===== src/rtl/uart_rx_sampler.sv =====
// UART receive front end: rx_i synchroniser, start detect, 3-sample majority per bit, stop check; one-cycle rx_valid_o per frame.
// Define UART_RX_PARITY_EN to expect an even-parity bit after the data bits; there is no backpressure.
module uart_rx_sampler #(
  parameter int DATA_BITS   = 8,
  parameter int SYNC_STAGES = 2,
  parameter int MIN_DIV     = 4
) (
  input  logic                 clk,
  input  logic                 rstn,
  input  logic [31:0]          clk_div_i,
  input  logic                 rx_i,
  output logic [DATA_BITS-1:0] rx_data_o,
  output logic                 rx_valid_o,
  output logic                 rx_err_o
);

  localparam int IW = (DATA_BITS > 1) ? $clog2(DATA_BITS) : 1;

  typedef enum logic [2:0] {IDLE, START, DATA, PARITY, STOP} state_t;

  state_t                 state_q;
  logic [SYNC_STAGES-1:0] sync_q;
  logic                   prev_q;
  logic [31:0]            div_q;
  logic [31:0]            cnt_q;
  logic [IW-1:0]          idx_q;
  logic [DATA_BITS-1:0]   shift_q;
  logic                   samp_a_q;
  logic                   samp_b_q;
`ifdef UART_RX_PARITY_EN
  logic                   par_err_q;
`endif

  logic        rx_s;
  logic        fall;
  logic [31:0] div_in;
  logic [31:0] half;
  logic        at_first, at_mid, at_dec, at_end;
  logic        dec;

  assign rx_s     = sync_q[SYNC_STAGES-1];
  assign fall     = prev_q & ~rx_s;
  assign div_in   = (clk_div_i < 32'(MIN_DIV)) ? 32'(MIN_DIV) : clk_div_i;
  assign half     = div_q >> 1;
  assign at_first = (cnt_q == half - 32'd1);
  assign at_mid   = (cnt_q == half);
  assign at_dec   = (cnt_q == half + 32'd1);
  assign at_end   = (cnt_q == div_q - 32'd1);
  // Third sample is the live rx_s at the decision count.
  assign dec      = (samp_a_q & samp_b_q) | (samp_a_q & rx_s) | (samp_b_q & rx_s);

  always_ff @(posedge clk or negedge rstn) begin
    if (!rstn) begin
      sync_q <= '1;
      prev_q <= 1'b1;
    end else begin
      sync_q <= {sync_q[SYNC_STAGES-2:0], rx_i};
      prev_q <= rx_s;
    end
  end

  always_ff @(posedge clk or negedge rstn) begin
    if (!rstn) begin
      state_q    <= IDLE;
      div_q      <= '0;
      cnt_q      <= '0;
      idx_q      <= '0;
      shift_q    <= '0;
      samp_a_q   <= 1'b1;
      samp_b_q   <= 1'b1;
      rx_data_o  <= '0;
      rx_valid_o <= 1'b0;
      rx_err_o   <= 1'b0;
`ifdef UART_RX_PARITY_EN
      par_err_q  <= 1'b0;
`endif
    end else begin
      rx_valid_o <= 1'b0;
      if (state_q != IDLE) begin
        cnt_q <= at_end ? '0 : cnt_q + 32'd1;
        if (at_first) samp_a_q <= rx_s;
        if (at_mid)   samp_b_q <= rx_s;
      end
      case (state_q)
        IDLE: begin
          // The detect cycle itself is count 0, so the next cycle is count 1.
          if (fall) begin
            state_q   <= START;
            cnt_q     <= 32'd1;
            div_q     <= div_in;
`ifdef UART_RX_PARITY_EN
            par_err_q <= 1'b0;
`endif
          end
        end
        START: begin
          if (at_dec && dec) begin
            state_q <= IDLE;
            cnt_q   <= '0;
          end else if (at_end) begin
            state_q <= DATA;
            idx_q   <= '0;
          end
        end
        DATA: begin
          if (at_dec) shift_q[idx_q] <= dec;
          if (at_end) begin
            if (idx_q == IW'(DATA_BITS - 1)) begin
`ifdef UART_RX_PARITY_EN
              state_q <= PARITY;
`else
              state_q <= STOP;
`endif
            end else begin
              idx_q <= idx_q + 1'b1;
            end
          end
        end
`ifdef UART_RX_PARITY_EN
        PARITY: begin
          if (at_dec) par_err_q <= dec ^ (^shift_q);
          if (at_end) state_q <= STOP;
        end
`endif
        STOP: begin
          // Leave mid stop bit so a back-to-back start edge is seen.
          if (at_dec) begin
            rx_valid_o <= 1'b1;
            rx_data_o  <= shift_q;
`ifdef UART_RX_PARITY_EN
            rx_err_o   <= ~dec | par_err_q;
`else
            rx_err_o   <= ~dec;
`endif
            state_q    <= IDLE;
            cnt_q      <= '0;
          end
        end
        default: state_q <= IDLE;
      endcase
    end
  end

endmodule


===== config.mk =====
export PLATFORM = sky130hd
export DESIGN_NAME = uart_rx_sampler
export DESIGN_NICKNAME = d
export VERILOG_FILES = /design/src/rtl/uart_rx_sampler.sv
export SDC_FILE = /design/constraint.sdc
export NUM_CORES = 1
export LEC_CHECK = 0
export CORE_ASPECT_RATIO = 0.7
export CORE_UTILIZATION = 50
export CTS_CLUSTER_DIAMETER = 30
export DETAILED_ROUTE_END_ITERATION = 12
export PLACE_DENSITY = 0.73
export SETUP_SLACK_MARGIN = 0.05
export SLEW_MARGIN = 10
export SYNTH_ARGS = -nofsm -noshare
export SYNTH_HDL_FRONTEND = slang
export SYNTH_SLANG_ARGS = --single-unit

===== constraint.sdc =====
create_clock -name clk -period 8.3 [get_ports clk]
set_input_delay 0.83 -clock clk [delete_from_list [all_inputs] [get_ports clk]]
set_output_delay 0.83 -clock clk [all_outputs]
set_load 0.005 [all_outputs]

# Word-level counts from Yosys, hierarchy flattened
# Index checks and enable logic that the tools add are counted.
# word_totals
reg_bits,93
in_bits,35
output_inout_bits,10
elab_cells,80
# op_classes
addsub,5
magnitude_cmp,3
n_eq_ne,16
mux,24
n_bitwise,8
n_reduce_logical,12
# ops
op,n
$mux W32,6
$eq A32 B32 Y1,3
$pmux W32 S3,1
$add A31 B1 Y32 const B,1
$add A32 B1 Y32 const B,1
$eq A32 B31 Y1,1
$lt A32 B3 Y1 const B,1
$sub A31 B1 Y32 const B,1
$sub A32 B1 Y32 const B,1
$mux W3,10
$ne A2 B2 Y1 const B,7
$pmux W3 S4,1
$reduce_and A2 Y1,5
$reduce_and A5 Y1,2
$bwmux W8,1
$eq A3 B3 Y1 const B,2
$pmux W3 S2,1
$and A1 B1 Y1,4
$lt A3 B4 Y1 const B,1
$add A3 B1 Y3 const B,1
$demux W1 S3,1
$eq A3 B1 Y1 const B,1
$eq A3 B2 Y1 const B,1
$ge A3 B1 Y1 const B,1
8 further kinds,13

# Depth between registers and ports, before layout
# Gate-level depths: netlist (run 1).
# depth
word_depth,6
mapped_depth,15
ltp_nobuf,11

# Worst setup path after synthesis (run 1)
# No wires, ideal clock.
# synth_timing
path_kind,register to register
start,register div_q[2]
end,register cnt_q[4]
setup_time_ns,0.133
arrival_time_ns,3.514
required_time_ns,8.167
slack_ns,4.653
stages_incl_launch_ff,15
path_buffers,3
synth_period_minus_slack_ns,3.647
path_cell_list,dfrtp_1 clkbuf_1 inv_1 ha_1 nor4b_1 nand4_1 or4_1 a22oi_1 nand4_1 and4bb_2 buf_2 buf_1 o21ai_0 a31oi_1 o31ai_1
# synth_via
elab_chain_len,6
elab_cells_between_ends,11
classes_between,add/sub (2); eq/ne (2); mux (6); reduce/logical (1)
# synth_lines
item,line,rtl
"start, declared",24,logic [31:0] div_q;
"start signal, assigned",90,div_q <= div_in;
$sub A32 B1 Y32,48,assign at_end = (cnt_q == div_q - 32'd1);
$eq A32 B32 Y1,48,
$mux W32,80,cnt_q <= at_end ? '0 : cnt_q + 32'd1;
$mux W32,79,if (state_q != IDLE) begin
"$mux W32, on equally long branches","127, 87, 97",
$pmux W32 S3 (*),84,case (state_q)
"end signal, assigned",80,
"end, declared",25,logic [31:0] cnt_q;
# Mark *: on every way between the ends. The rest lies on a longest branch, timed or not.
# A chain may end at the register's enable or synchronous reset.

# Worst setup path after layout (run 1)
# layout_timing
start,register div_q[2]
end,register cnt_q[26]
# Same word-level chain as after synthesis.

==> impl_results.md, run 1 <==
* Clock power share at 19.2%
* Crit. Startpoint: div_q[2]
* Final Hold Fails at 0
* Clock buffer depth at 2
* Async SR Flop Fraction at 100%
* Part of the power in registers at 39.7%
* Crit path DAT at 4.88 ns
* DP HPWL at 16900 microns
* Ant diodes at 0
* Row Count at 37
* DR vias/cell at 6.53
* Layout cells sized above 1 at 11.0%
* Synth warnings at 0
* Initial core utilization at 51.6%
* Post-synthesis cell count at 901
* Pint at 1150 uW
* Final worst-path cycle share at 56.7%
* Simple-gate share of the synthesized area at 27.6%
* Largest family of logic cells by synthesized area: simple AND/OR/NAND/NOR gates
* CP Max Fanout at 31
* Number of synthesized flops with an enable pin at 0
* Dpl ws at 3.73 ns
* Area of the mapped netlist at 7640 sq um
* Comb pwr share at 41.1%
* Ports at 45
* Placed instance area at 8060 sq um
* Setup TNS at 0 ns
* HP Class: reg2reg
* PortBufs at 44
* Req. time, crit path at 8.48 ns
* Cts hold-fix bufs at 0
* P_leak at 0.00307 uW
* Initial antenna violation count at 0
* Die Ht at 105 microns
* Largest net degree at the start of global routing at 49
* CTS H-tree lvls at 3
* Post-CTS sizing at 0
* Least-Margin Pin Slew at 1.06 ns
* Syn Nets at 942
* Slew margin rel. at 29.5%
* Full die area at 15800 sq um
* Worst-Skew Late Latency at 0.35 ns
* Post-route cell area at 8370 sq um
* Sequential share of the synthesized area at 30.5%
* RSZ-0062 raised after global routing: no
* Total Wirelength at 22400 microns
* Net Sw Frac at 47.8%
* Outcome: completed
* CP endpoint kind: flip-flop
* Max-Cap Viols at 0
* CTS tree: done
* Crit path time final at 4.71 ns
* Antenna Violating Nets Remaining at 0
* Die W at 150 microns
* CTS sink count at 93
* Main synth FF type: dfrtp_1
* DRC violations left at 0
* Wire length per cell at 20.7 microns
* Post-CTS setup repair buffer count at 0
* Final GP Congestion at 0.991
* Multiplexer share of the synthesized area at 8.53%
* Root Driver: clkbuf_16
* Core area at 14800 sq um
* Synth Register Bits at 93
* FF-to-FF Start: div_q[2]
* XOR/XNOR Fraction of Synth Area at 14.4%
* Overall via count from detail_route at 7088
* Synth cell types at 72
* GRT overflow at 0
* Syn-to-layout area delta at 9.50%
* # nets final at 927
* Setup violators final at 0
* Sw power at 1050 uW
* Post-synthesis compound-gate area fraction at 13.1%
* Syn Area/Cell at 8.48 sq um
* Clock skew at 0.00927 ns
* Hold Startpoint: sync_q[0]
* First-pass GRT wire length at 35200 microns
* WS Path Type: reg2reg
* Total CTS buffers at 9
* Initial DRC count at 822
* Fmax at 213 MHz
* Critical Path Start Type: flip-flop
* Peak VDD IR at 0.000132 V
* Worst setup margin at 3.59 ns
* First-pass iteration count of the detailed router at 6
* Pwr Density at 263 nW/um^2
* Final Slew Violations at 0
* CTS clk-pin slew, worst paths at 0.07 ns
* Adder-cell share of the synthesized area at 1.11%
* Vias in the first global route at 6259
* Overall Global Routing Usage at 29.0%
## metal layers
metal / wire length, microns / track usage (%) / vias to the layer above
li1: - / - / 3265
met1: 11000 / 47.7 / 3395
met2: 8530 / 37.3 / 406
met3: 2770 / 7.01 / 22
met4: 194 / 4.76 / 0
met5: 0 / 0 / -
## worst max-delay path: stages (launching register included)
cell and delay (ns):
dfrtp_1 0.52, inv_1 0.16, ha_1 0.32, nor4b_1 0.78
nand4_1 0.41, or4_1 0.62, a22oi_1 0.15, nand4_1 0.10
and4bb_2 0.60, inv_1 0.18, a31oi_2 0.21, buf_4 0.34
a21oi_1 0.13
## registers in the layout, summed over array words and instances, names as in the netlist
| signal | cells |
|---|---|
| cnt_q | 32 |
| div_q | 32 |
| idx_q | 3 |
| prev_q | 1 |
| rx_data_o | 8 |
| rx_err_o | 1 |
| rx_valid_o | 1 |
| samp_a_q | 1 |
| samp_b_q | 1 |
| shift_q | 8 |
| state_q | 3 |
| sync_q | 2 |
## layout make-up
cell class | instances | area (sq um)
Clock buffer | 9 | 225
Clock inverter | 7 | 78.8
Fill cell | 1348 | 6450
Inverter | 16 | 60.1
Multi-Input combinational cell | 717 | 4950
Sequential cell | 93 | 2330
Tap cell | 195 | 244
Timing Repair Buffer | 49 | 475
## cells in the final DEF (no fill, tap or decap), drive strengths merged, types with 6 or more instances in the layout
cell and count:
nand3 52, nor3 33, clkdlybuf4s50 43, ha 6, nor2 59, nor2b 6, inv 18, and3 10
nand4 34, o211ai 10, or4 8, xnor2 72, and4 7, nor4 38, mux2 49, clkbuf 9
a31oi 21, mux2i 7, or3b 6, nand2 71, o31ai 11, buf 6, o21ai 29, xor2 54
nor3b 6, a21oi 36, or3 7, dfrtp 88, nand2b 12
## cell families (layout without fill, tap and decap cells)
family	count (synthesis)	count (layout)
simple gates	378	378
compound gates	150	150
xor+xnor	126	126
flops	93	93
buf+inv	91	81
mux	56	56
fa+ha+maj	7	7
## final timing paths
path / cells after the start / slack (ns) / end
worst min-delay path: 0 / 0.36 / sync_q[1]
max in group asynchronous: 2 / 6.79 / state_q[2]
min in group asynchronous: 1 / 0.46 / div_q[22]
worst min register to register: 0 / 0.36 / sync_q[1]
worst max register to register: 12 / 3.59 / cnt_q[26]
worst max-delay path: 12 / 3.59 / cnt_q[26]
## power groups by stage
stage	registers [uW]	clock network [uW]	logic [uW]
3_5_place_dp	859	0	875
4_1_cts	852	430	884
2_1_floorplan	585	0	896
5_1_grt	890	450	983
6_report	873	423	905
3_3_place_gp	852	0	871
## Yosys cell counts (5+ instances only)
cell,instances,share of area (%)
dfrtp_1,88,29
xnor2_1,72,8.3
nand2_1,71,3.5
nor2_1,59,2.9
xor2_1,54,6.2
clkbuf_1,53,2.6
nand3_1,51,3.3
mux2_2,41,6.0
nor4_1,37,3.0
a21oi_1,36,2.4
nand4_1,34,2.8
nor3_1,32,2.1
o21ai_0,29,1.9
a31oi_1,21,1.7
inv_1,15,0.74
nand2b_1,12,0.98
o31ai_1,11,1.1
and3_1,10,0.82
buf_1,10,0.49
o211ai_1,10,0.98
buf_2,9,0.59
mux2_4,8,1.6
and4_1,7,0.80
mux2i_1,7,0.92
or3_1,7,0.57
or4_1,7,0.69
ha_1,6,0.98
nor2b_1,6,0.49
nor3b_1,6,0.59
or3b_2,6,0.69
a22oi_1,5,0.49
dfstp_2,5,1.7
nand4b_1,5,0.57
## stage by stage
step / hold WS (ns) / power, uW / cells / utilization (%)
after floorplan: 0.345 / 1480 / 901 / -
after global placement: 0.353 / 1720 / 1070 / 54.4
after detailed placement: 0.350 / 1730 / 1070 / 54.4
after CTS: 0.361 / 2170 / 1086 / 56.5
after global routing: 0.364 / 2320 / 1086 / 56.5
final: 0.359 / 2200 / 1086 / 56.5
No activity file was read; power rests on OpenSTA's default activity.
==> inputs of run 2 (changes only) <==
==> constraint.sdc (replaced) <==
create_clock -name clk -period 4.4 [get_ports clk]
set_input_delay 0.44 -clock clk [delete_from_list [all_inputs] [get_ports clk]]
set_output_delay 0.44 -clock clk [all_outputs]
set_load 0.005 [all_outputs]
==> impl_results.md, run 2 (synthesis gave the netlist of run 1 again) <==
* CTS sink count at 93
* Fmax at 242 MHz
* First-pass iteration count of the detailed router at 6
* Outcome: completed
* DR vias/cell at 6.51
* Die Ht at 105 microns
* Register area at 2330 sq um
* Ant diodes at 0
* Clock skew at 0.0118 ns
* HP Class: in2async
* Row Count at 37
* Total CTS buffers at 9
* Worst R2R End: cnt_q[13]
* Slew margin rel. at 30.1%
* Crit path time final at 4.13 ns
* Post-Layout Cell Count at 1127
* Worst path slowest cell: nor4_1
* Final GP Congestion at 0.997
* Layout cells sized above 1 at 15.1%
* Final worst-path cycle share at 93.8%
* Full die area at 15800 sq um
* Max-Cap Viols at 0
* Final Slew Violations at 0
* # nets final at 968
* Initial antenna violation count at 0
* Fillers at 1333
* DP HPWL at 18000 microns
* Clock buffer depth at 2
* Crit path DAT at 4.31 ns
* Cell breakdown of the critical path: nor4_1, nand3_1, or3_1, a2111o_1, a22oi_1, and4bb_2, inv_1, a31oi_2, buf_4, a21oi_1
* CTS H-tree lvls at 3
* Setup violators final at 0
* Reg2reg path depth at 10
* Total Wirelength at 23400 microns
* Ports at 45
* Overall Global Routing Usage at 30.1%
* CP endpoint kind: flip-flop
* DRC violations left at 0
* Initial DRC count at 764
* Root Driver: clkbuf_16
* Vias in the first global route at 6670
* Setup TNS at 0 ns
* Least-Margin Pin Slew at 1.05 ns
* Req. time, crit path at 4.58 ns
* Syn-to-layout area delta at 13.7%
* Dpl ws at 0.299 ns
* Commonest non-fill, non-tap cell in the layout: dfrtp_1
* Reg2Reg Setup Slack at 0.27 ns
* Initial core utilization at 51.6%
* RSZ-0062 raised after global routing: no
* Antenna Violating Nets Remaining at 0
* Largest net degree at the start of global routing at 49
* CTS clk-pin slew, worst paths at 0.08 ns
* WS Path Type: reg2reg
* Worst-Skew Late Latency at 0.36 ns
* Peak VDD IR at 0.000291 V
* Inst Count DP at 1110
* P_leak at 0.00327 uW
* Overall via count from detail_route at 7340
* Worst path max stage delay at 0.82 ns
* Worst setup margin at 0.275 ns
* PortBufs at 44
* Crit. Startpoint: div_q[21]
* Final Hold Fails at 0
* FF-to-FF Start: div_q[21]
* GRT overflow at 0
* Core area at 14800 sq um
* Most frequent cells in the layout: 88 x dfrtp_1, 72 x xnor2_1, 71 x nand2_1
* Biggest regs: cnt_q (32), div_q (32)
* Pwr Density at 498 nW/um^2
* Cts hold-fix bufs at 0
* CP Max Fanout at 25
* Die W at 150 microns
* CTS tree: done
* Multi-input logic area at 4970 sq um
* Wire length per cell at 20.8 microns
* Critical Path Start Type: flip-flop
* First-pass GRT wire length at 36400 microns
[run 2: per-layer routing]
metal  part of all wire (%)  track usage (%)
met4                    1.5             6.57
met1                     48             48.5
met5                      0                0
met3                     12             6.23
met2                     39             40.1
[run 2: area by class of cell]
type	instances	area share [%]
clock inverters	7	0.778
clock buffers	9	2.59
flip-flops and latches	93	26.9
multi-input cells	717	57.3
well taps	195	2.81
repair buffers	90	9.02
inverters	16	0.691
[run 2: metrics by stage]
step / area (sq um) / total power (uW) / hold slack (ns) / utilization (%)
final: 8690 / 4330 / 0.0831 / 58.6
after CTS: 8660 / 4260 / 0.117 / 58.4
after global routing: 8690 / 4570 / 0.134 / 58.6
after detailed placement: 8360 / 3460 / 0.349 / 56.5
after floorplan: 7640 / 2790 / 0.144 / -
after global placement: 8360 / 3430 / 0.346 / 56.5
[run 2: critical path, delay by kind of cell, from the launching register on]
kind,cells,cell delay (ns)
AND/OR/NAND/NOR,4,2.06
buffers and inverters,2,0.45
flip-flops,1,0.50
AO/OA/AOI/OAI,4,0.93
[run 2: worst max-delay path by stage]
| stage | to | cells past startpoint |
|---|---|---|
| detailed placement | cnt_q[13] | 11 |
| global route | cnt_q[24] | 10 |
| finish | cnt_q[13] | 10 |
| floorplan | cnt_q[4] | 14 |
| CTS | cnt_q[11] | 11 |
| global placement | cnt_q[28] | 10 |
[run 2: what timing repair did]
action	4_1_cts	5_1_grt
buffers inserted	0	1
hold endpoints to repair	0	0
resized for setup	0	3
setup endpoints to repair	0	25
[run 2: power by group]
group	internal, uW	switching (uW)
clock	400	383
sequential	1010	344
combinational	895	1300
total	2300	2030
==> inputs of run 3 (changes only) <==
--- a/config.mk
+++ b/config.mk
@@ -5,11 +5,12 @@
 export SDC_FILE = /design/constraint.sdc
 export NUM_CORES = 1
 export LEC_CHECK = 0
+export ABC_CLOCK_PERIOD_IN_PS = 4400
 export CORE_ASPECT_RATIO = 0.7
-export CORE_UTILIZATION = 50
+export CORE_UTILIZATION = 55
 export CTS_CLUSTER_DIAMETER = 30
 export DETAILED_ROUTE_END_ITERATION = 12
-export PLACE_DENSITY = 0.73
+export PLACE_DENSITY = 0.79
 export SETUP_SLACK_MARGIN = 0.05
 export SLEW_MARGIN = 10
 export SYNTH_ARGS = -nofsm -noshare
==> impl_results.md, run 3 (synthesis gave the netlist of run 1 again) <==
* Row Count at 35
* Most frequent cells in the layout: 88 x dfrtp_1, 72 x xnor2_1, 71 x nand2_1
* Pwr Density at 507 nW/um^2
* Clock buffer depth at 2
* Register area at 2330 sq um
* Cts hold-fix bufs at 0
* Post-CTS setup repair buffer count at 0
* Least-Margin Pin Slew at 1.00 ns
* GRT overflow at 0
* Setup violators final at 0
* Antenna Violating Nets Remaining at 0
* CTS tree: done
* CTS clk-pin slew, worst paths at 0.07 ns
* Total CTS buffers at 9
* Final worst-path cycle share at 93.3%
* Die W at 143 microns
* Final Slew Violations at 0
* DR vias/cell at 6.57
* Outcome: completed
* Crit path time final at 4.11 ns
* Root Driver: clkbuf_16
* WS Path Type: reg2reg
* PortBufs at 44
* Initial DRC count at 898
* Slew margin rel. at 33.0%
* Total Wirelength at 22800 microns
* CP endpoint kind: flip-flop
* Overall Global Routing Usage at 33.1%
* Ant diodes at 0
* Req. time, crit path at 4.64 ns
* Die Ht at 101 microns
* Initial antenna violation count at 0
* Wire length per cell at 20.5 microns
* Layout cells sized above 1 at 14.3%
* Worst-Skew Late Latency at 0.35 ns
* FF-to-FF Start: div_q[2]
* CTS H-tree lvls at 3
* Initial core utilization at 57.2%
* Critical Path Start Type: flip-flop
* Multi-input logic area at 4950 sq um
* Peak VDD IR at 0.000268 V
* Biggest regs: cnt_q (32), div_q (32)
* CP Max Fanout at 10
* P_leak at 0.00326 uW
* Overall via count from detail_route at 7310
* Util after Layout at 64.7%
* Vias in the first global route at 6621
* First-pass iteration count of the detailed router at 7
* Largest net degree at the start of global routing at 49
* Commonest non-fill, non-tap cell in the layout: dfrtp_1
* Final GP Congestion at 1.01
* Crit path DAT at 4.34 ns
* Fmax at 244 MHz
* CTS sink count at 93
* Setup TNS at 0 ns
* Crit. Startpoint: div_q[2]
* Clock skew at 0.00708 ns
* First-pass GRT wire length at 36300 microns
* Full die area at 14400 sq um
* Max-Cap Viols at 0
* Post-CTS sizing at 0
* Fillers at 1125
* HP Class: in2async
* RSZ-0062 raised after global routing: no
* DP HPWL at 17400 microns
* Core area at 13400 sq um
* Final Hold Fails at 0
* Syn-to-layout area delta at 13.1%
* Ports at 45
* DRC violations left at 0
* # nets final at 963
[run 3: worst max-delay path, cell delays in order (launching register included)]
cell	delay, ns
dfrtp_1	0.55
ha_1	0.31
nand4_1	0.24
or3_1	0.49
nor4_1	0.40
mux2_2	0.40
nand3b_1	0.20
nor4b_4	0.25
buf_4	0.24
nand3_4	0.17
nor3_4	0.15
buf_4	0.25
mux2_4	0.32
[run 3: final cells by class]
class	count	share of cell area [%]
flip-flops and latches	93	27.0
repair buffers	85	8.63
clock inverters	6	1.10
inverters	16	0.695
clock buffers	10	2.65
multi-input cells	717	57.3
well taps	185	2.68
[run 3: metal layers]
metal  track usage [%]  vias to the layer above  routed length (microns)  share of wire [%]
li1                  -                     3342                        -                  -
met1              51.1                     3504                    10600                 46
met2              46.8                      441                     9260                 41
met3              7.65                       23                     2770                 12
met4              5.46                        0                      187               0.82
met5                 0                        -                        0                  0
[run 3: path summary, 6_finish.rpt]
| check | end | slack, ns | cells after the start |
|---|---|---|---|
| setup / recovery | rx_data_o[0] | 0.29 | 12 |
| hold / removal | div_q[20] | 0.07 | 1 |
| setup reg to reg | rx_data_o[0] | 0.29 | 12 |
| hold reg to reg | sync_q[1] | 0.36 | 0 |
| max in group asynchronous | cnt_q[3] | 3.27 | 2 |
| min in group clk | sync_q[1] | 0.36 | 0 |
[run 3: stage by stage]
stage               area, sq um  setup WS, ns  power, uW  hold WS (ns)  std cells
floorplan                  7640         0.753       2790         0.144        901
global placement           8320         0.437       3380         0.346       1096
detailed placement         8320         0.378       3430         0.349       1096
CTS                        8640         0.353       4300        0.0999       1112
global route               8640         0.121       4610         0.123       1112
finish                     8640         0.294       4380        0.0683       1112
[run 3: report_power, final]
part           switching, uW  internal (uW)  leakage [uW]  total [uW]
Clock                    354            503      0.000157         858
Combinational           1250            884       0.00190        2130
Sequential               383           1010       0.00120        1390
